[src/rtl/spi_serf.sv]
// SPI responder for the 16-bit monarch: SCLK idles high, both ends sample on SCLK rise, MSB first.
// Optional `SPI_SERF_FRAME_ERR_EN adds a frame_err pulse for short/over-length frames.
module spi_serf #(
  parameter int WIDTH = 16
) (
  input  logic             clk,
  input  logic             rst,
  input  logic             SS_n,
  input  logic             SCLK,
  input  logic             MOSI,
  output logic             MISO,
  input  logic             wrt,
  input  logic [WIDTH-1:0] tx_data,
  output logic [WIDTH-1:0] rx_data,
  output logic             rdy,
`ifdef SPI_SERF_FRAME_ERR_EN
  output logic             frame_err,
`endif
  input  logic             clr_rdy
);

  localparam int CW = $clog2(WIDTH) + 1;
  localparam logic [CW-1:0] FULL = CW'(WIDTH);

  typedef enum logic {IDLE = 1'b0, ACTIVE = 1'b1} state_t;

  logic ss_s1_r, ss_s2_r, ss_s3_r;
  logic sclk_s1_r, sclk_s2_r, sclk_s3_r;
  logic mosi_s1_r, mosi_s2_r;
  logic [1:0] warm_r;
  logic armed_r;

  state_t          state_r;
  logic [WIDTH-1:0] shreg_r;
  logic [WIDTH-1:0] tx_buf_r;
  logic [CW-1:0]   bit_cnt_r;
  logic            pend_r;
`ifdef SPI_SERF_FRAME_ERR_EN
  logic            over_r;
`endif

  logic sclk_rise_s, ss_fall_s, ss_rise_s;

  assign sclk_rise_s = sclk_s2_r & ~sclk_s3_r;
  assign ss_fall_s   = ~ss_s2_r & ss_s3_r & armed_r;
  assign ss_rise_s   = ss_s2_r & ~ss_s3_r;

  // Synchronisers; armed_r blocks a select fall until SS_n has truly been sampled high after reset
  always_ff @(posedge clk or posedge rst) begin
    if (rst) begin
      ss_s1_r   <= 1'b1;
      ss_s2_r   <= 1'b1;
      ss_s3_r   <= 1'b1;
      sclk_s1_r <= 1'b1;
      sclk_s2_r <= 1'b1;
      sclk_s3_r <= 1'b1;
      mosi_s1_r <= 1'b0;
      mosi_s2_r <= 1'b0;
      warm_r    <= 2'd0;
      armed_r   <= 1'b0;
    end else begin
      ss_s1_r   <= SS_n;
      ss_s2_r   <= ss_s1_r;
      ss_s3_r   <= ss_s2_r;
      sclk_s1_r <= SCLK;
      sclk_s2_r <= sclk_s1_r;
      sclk_s3_r <= sclk_s2_r;
      mosi_s1_r <= MOSI;
      mosi_s2_r <= mosi_s1_r;
      warm_r    <= (warm_r == 2'd3) ? 2'd3 : warm_r + 2'd1;
      armed_r   <= armed_r | ((warm_r == 2'd3) & ss_s3_r);
    end
  end

  // Frame state machine, shift register, transmit buffer and handshake outputs
  always_ff @(posedge clk or posedge rst) begin
    if (rst) begin
      state_r   <= IDLE;
      shreg_r   <= '0;
      tx_buf_r  <= '0;
      bit_cnt_r <= '0;
      pend_r    <= 1'b0;
      rx_data   <= '0;
      rdy       <= 1'b0;
      MISO      <= 1'b0;
`ifdef SPI_SERF_FRAME_ERR_EN
      over_r    <= 1'b0;
      frame_err <= 1'b0;
`endif
    end else begin
      pend_r <= 1'b0;
`ifdef SPI_SERF_FRAME_ERR_EN
      frame_err <= 1'b0;
`endif
      if (wrt) begin
        tx_buf_r <= tx_data;
      end else begin
        tx_buf_r <= tx_buf_r;
      end

      case (state_r)
        IDLE: begin
          if (ss_fall_s) begin
            shreg_r   <= wrt ? tx_data : tx_buf_r;
            bit_cnt_r <= '0;
            state_r   <= ACTIVE;
`ifdef SPI_SERF_FRAME_ERR_EN
            over_r    <= 1'b0;
`endif
          end else begin
            state_r <= IDLE;
          end
        end
        ACTIVE: begin
          if (ss_rise_s) begin
            state_r <= IDLE;
`ifdef SPI_SERF_FRAME_ERR_EN
            frame_err <= (bit_cnt_r != FULL) | over_r;
`endif
          end else if (sclk_rise_s) begin
            // Saturate at a full word; later rises in the same frame are dropped
            if (bit_cnt_r != FULL) begin
              shreg_r   <= {shreg_r[WIDTH-2:0], mosi_s2_r};
              bit_cnt_r <= bit_cnt_r + CW'(1);
              pend_r    <= (bit_cnt_r == FULL - CW'(1));
            end else begin
`ifdef SPI_SERF_FRAME_ERR_EN
              over_r <= 1'b1;
`endif
            end
          end else begin
            state_r <= ACTIVE;
          end
        end
        default: state_r <= IDLE;
      endcase

      if (pend_r) begin
        rx_data <= shreg_r;
      end else begin
        rx_data <= rx_data;
      end

      // Completion has priority over clr_rdy in the same clk
      if (pend_r) begin
        rdy <= 1'b1;
      end else if (clr_rdy || ((state_r == IDLE) && ss_fall_s)) begin
        rdy <= 1'b0;
      end else begin
        rdy <= rdy;
      end

      MISO <= ss_s3_r ? 1'b0 : shreg_r[WIDTH-1];
    end
  end

endmodule

[config.mk]
export PLATFORM = sky130hd
export DESIGN_NAME = spi_serf
export DESIGN_NICKNAME = d
export VERILOG_FILES = /design/src/rtl/spi_serf.sv
export SDC_FILE = /design/constraint.sdc
export NUM_CORES = 1
export LEC_CHECK = 0
export BUFFER_PORTS_ARGS = -buffer_cell sky130_fd_sc_hd__buf_2
export CORE_MARGIN = 5
export CORE_UTILIZATION = 53
export CTS_BUF_LIST = sky130_fd_sc_hd__clkbuf_4 sky130_fd_sc_hd__clkbuf_8
export DETAILED_ROUTE_END_ITERATION = 10
export PLACE_DENSITY = 0.81
export SYNTH_ARGS = -nofsm -noshare
export SYNTH_HDL_FRONTEND = slang
export SYNTH_SLANG_ARGS = --single-unit
[constraint.sdc]
create_clock -name clk -period 1.91 [get_ports clk]
set_clock_uncertainty 0.1 [all_clocks]
set_input_delay 0.0955 -clock clk [delete_from_list [all_inputs] [get_ports clk]]
set_output_delay 0.0955 -clock clk [all_outputs]
set_load 0.005 [all_outputs]
[Word-level counts from Yosys, hierarchy flattened]
Index checks and enable logic that the tools add are counted.
Storage, ports and cells
  input bits: 23
  register bits after elaboration: 68
Operators by class
  mux-type cells: 22
  add/subtract/negate cells: 2
  reduce and logical (&&, ||, !) cells: 4
  bitwise gates (word level): 10
  equal/unequal tests: 7
Operators by type and width (count)
  2-to-1 mux 16 bit: 5
  case mux 16 bit (2 select lines): 1
  2-to-1 mux 5 bit: 4
  case mux 5 bit (2 select lines): 1
  2-to-1 mux 1 bit: 9
  adder 5 x 1 -> 5 bit (second input constant): 1
  AND 1 bit: 5
  equality test 5 x 4 -> 1 bit (second input constant): 1
  inequality test 5 bit (second input constant): 1
  inequality test 2 x 1 -> 1 bit (second input constant): 2
  inequality test 2 bit (second input constant): 2
  NOT 1 bit: 4
  AND reduction 4 bit: 1
  adder 2 x 1 -> 2 bit (second input constant): 1
  equality test 2 bit (second input constant): 1
  2-to-1 mux 2 bit: 1
  case mux 1 bit (2 select lines): 1
  nonzero test 2 bit: 1
  logical AND 1 bit: 1
  logical OR 1 bit: 1
  bitwise OR 1 bit: 1

[Depth between registers and ports, before layout]
  word-level depth: 7
  depth in mapped cells: 6
  mapped depth without buffers: 5

[Least setup slack after synthesis]
No wires, ideal clock.
  kind: flip-flop to flip-flop
  start point: register ss_s2_r
  end point: register shreg_r[15]
  arrival: 1.388 ns
  library setup time: 0.126 ns
  cell stages (with the launch flop): 6
  setup slack: 0.296 ns
  cell sequence: dfstp_2 > nor2b_1 > nor2_2 > and2_4 > buf_6 > a221o_1
Between the ends
  cells in the longest elaborated chain, start to end: 5
  elaborated cells between the ends (all ways): 7
  those cells by class: eq/ne (2); bitwise (4); reduce/logical (1)
Ends and longest elaborated chain
  start: declaration: RTL line 27  | logic ss_s1_r, ss_s2_r, ss_s3_r;
  start signal: assignment: RTL line 63  | ss_s2_r <= ss_s1_r;
  NOT 1 bit: RTL line 45  | assign ss_fall_s = ~ss_s2_r & ss_s3_r & armed_r;
  AND 1 bit (2 in a row): RTL line 45
  inequality test 2 bit (no source line)
  AND reduction 4 bit (no source line) (*)
  end signal: assignment: RTL line 104  | shreg_r <= wrt ? tx_data : tx_buf_r;
  end signal: assignment: RTL line 123  | shreg_r <= {shreg_r[WIDTH-2:0], mosi_s2_r};
  end: declaration: RTL line 34  | logic [WIDTH-1:0] shreg_r;
Mark *: on every way between the ends. The rest lies on a longest branch, timed or not.
A chain may end at the register's enable or synchronous reset.

[Worst setup path after layout]
  start point: register bit_cnt_r[0]
  end point: register shreg_r[3]
Between the ends
  cells in the longest elaborated chain, start to end: 3
Ends and longest elaborated chain
  start: declaration: RTL line 36  | logic [CW-1:0] bit_cnt_r;
  start signal: assignment: RTL line 124  | bit_cnt_r <= bit_cnt_r + CW'(1);
  inequality test 5 bit: RTL line 122  | if (bit_cnt_r != FULL) begin
  inequality test 2 x 1 -> 1 bit (no source line)
  AND reduction 4 bit (no source line)
No other way between the ends.

==> results.json <==
{
  "ys_warn_count": 0,
  "syn_nets": 204,
  "cts_tree": "built",
  "io_pins": 41,
  "synth_cell_types": 36,
  "period_share": 0.894,
  "powerDensity_nw_per_um2": 907,
  "crit_required_ps": 2030,
  "num_vias": 1650,
  "antenna_found_initial": 0,
  "grt_pass1_wl_um": 8400,
  "multi_input_area_um2": 930,
  "postCtsSetupRepairBufs": 0,
  "start_util": 0.541,
  "root_buffer": "clkbuf_8",
  "drive_above_1_share": 0.394,
  "hpwl_um": 3060,
  "grt_usage": 0.171,
  "grt-ovfl-total": 0,
  "dieArea_um2": 6720,
  "synth_area_um2": 2740,
  "port-buffer-count": 40,
  "final_area_um2": 3370,
  "cts.sinks": 68,
  "core_um2": 5070,
  "ir_drop_mv": 0.517,
  "wl_um": 4880,
  "drv_cap": 0,
  "routabilityCongestion": 0.769,
  "critPathLaunchType": "flip-flop",
  "drtIter0Drc": 68,
  "hold_viol": 0,
  "placed_cell_area_um2": 2990,
  "fin_setup_tns_ps": 0,
  "clkTransAtPathRegs_ps": 70,
  "max-clock-path-buffers": 2,
  "htree_levels": 3,
  "clock_latency_ps": 330,
  "syn_inst": 178,
  "grt_pass1_vias": 1758,
  "grt_max_degree": 69,
  "p_leak_nw": 1.68,
  "slew_violations": 0,
  "tightest_slew_ps": 771,
  "hp-class": "input pin to flip-flop",
  "crit_type": "flip-flop to flip-flop",
  "viasPerCell": 5.17,
  "fmax_ghz": 0.586,
  "ys_async_sr_fraction": 1.00,
  "seq_area_um2": 1710,
  "syn_area_per_cell_um2": 15.4,
  "n_antenna_cell": 0,
  "relSlewSlack": 0.486,
  "crit_fanout": 19,
  "row_count": 26,
  "num-fill-cells": 378,
  "antenna_left": 0,
  "first_pass_iters": 4,
  "cts_resized": 0,
  "wl_per_cell_um": 15.3,
  "final_nets": 271,
  "worstPathArrival_ps": 1820,
  "synth_edf_count": 0,
  "yosysSeqAreaShare": 0.623,
  "setup_viol": 0,
  "rsz0062_at_grt": "no",
  "drt_drc_violations_left": 0,
  "ys_seq_elements": 68,
  "status": "finished clean",
  "synthToLayoutAreaGrowth_pct": 23.0,
  "post-route-min-period_ps": 1710,
  "crit_path_end_kind": "flip-flop",
  "die_x_um": 82.0,
  "cts_buffers": 9,
  "chipHeight_um": 82.0,
  "ys.flop_type": "dfrtp_1"
}
critical path, stage by stage, from the launching register on:
cell and delay [ps]:
dfrtp_1 390, inv_1 60, ha_1 220, a31oi_4 210
o22ai_4 90, buf_4 200, a221o_1 310
where the power goes:
group	switching [mW]	total, mW	internal (mW)
Sequential	0.0928	1.67	1.58
Combinational	0.145	0.342	0.197
Clock	0.489	1.05	0.560
timing repair:
| action | 4_1_cts | 5_1_grt |
|---|---|---|
| hold endpoints to repair | 82 | 0 |
| hold buffers | 21 | 0 |
| endpoints found under the setup margin | 0 | 0 |
logic make-up (layout without fill, tap and decap cells):
logic type                 Yosys count  in the layout  share of synthesized area
DFF                                 68             68                      0.623
muxes                               34             34                      0.153
and+or+nand+nor                     34             34                     0.0807
AOI/OAI and AO/OA                   24             24                     0.0917
buffers and inverters               15             86                     0.0383
adders and majority gates            3              3                     0.0137
registers in the layout, indices dropped and copies added, names as in the netlist, 2 cells and up:
register and cells:
rx_data 16, shreg_r 16, tx_buf_r 16, bit_cnt_r 5, warm_r 2
routing by layer:
metal / track usage / share of wire
met1: 0.213 / 0.45
met2: 0.275 / 0.49
met3: 0.0658 / 0.043
met4: 0.0548 / 0.015
met5: 0 / 0
stage by stage:
| stage | hold slack, ps | setup slack (ps) | util | power (mW) | cells |
|---|---|---|---|---|---|
| floorplan | -0.0223 | 12.9 | - | 1.91 | 178 |
| detailed placement | 95.3 | 207 | 0.589 | 2.00 | 283 |
| finish | 235 | 203 | 0.665 | 3.06 | 319 |
| global placement | 92.9 | 257 | 0.589 | 1.99 | 283 |
| global route | 238 | 103 | 0.665 | 3.22 | 319 |
| CTS | 217 | 199 | 0.665 | 3.09 | 319 |
cell usage after synthesis (2+ instances only):
cell,n,area share
buf_2,2,0.0036
a221o_1,16,0.058
a22o_1,2,0.0064
and2_1,6,0.014
nand2b_1,2,0.0046
and2_0,10,0.023
mux2_2,13,0.053
nand2_1,2,0.0027
mux2_4,10,0.055
mux2_1,10,0.041
and3_1,2,0.0046
buf_6,4,0.016
nor2b_1,2,0.0046
inv_1,6,0.0082
dfrtp_1,62,0.57
dfstp_2,6,0.057
nor2_2,2,0.0046
ha_1,3,0.014
final timing paths:
check / start / end / slack, ps / cells after the start
worst min-delay path: wrt / tx_buf_r[8] / 230 / 2
max in group asynchronous: rst / sclk_s1_r / 1120 / 4
worst max register to register: bit_cnt_r[0] / shreg_r[3] / 200 / 6
min in group asynchronous: rst / tx_buf_r[13] / 280 / 4
worst max-delay path: bit_cnt_r[0] / shreg_r[3] / 200 / 6
worst min register to register: mosi_s1_r / mosi_s2_r / 250 / 0
layout make-up:
class	instances	share of cell area
clock inverter	2	0.00297
inverter	7	0.00779
clock buffer	13	0.0493
timing repair buffer	64	0.132
sequential	68	0.506
multi-input combinational	95	0.275
tap	70	0.0260
cell usage in the layout (no fill, tap or decap), types with 3 or more instances in the layout:
| cell type | netlist | final |
|---|---|---|
| dfstp_2 | 6 | 6 |
| a221o_1 | 16 | 16 |
| inv_1 | 6 | 5 |
| dfrtp_1 | 62 | 62 |
| dlygate4sd3_1 | 0 | 21 |
| clkbuf_8 | 0 | 11 |
| and2_0 | 10 | 10 |
| buf_2 | 2 | 40 |
| mux2_1 | 10 | 10 |
| mux2_4 | 10 | 10 |
| and2_1 | 6 | 6 |
| mux2_2 | 13 | 13 |
| ha_1 | 3 | 3 |
(Power assumes the default switching activity.)
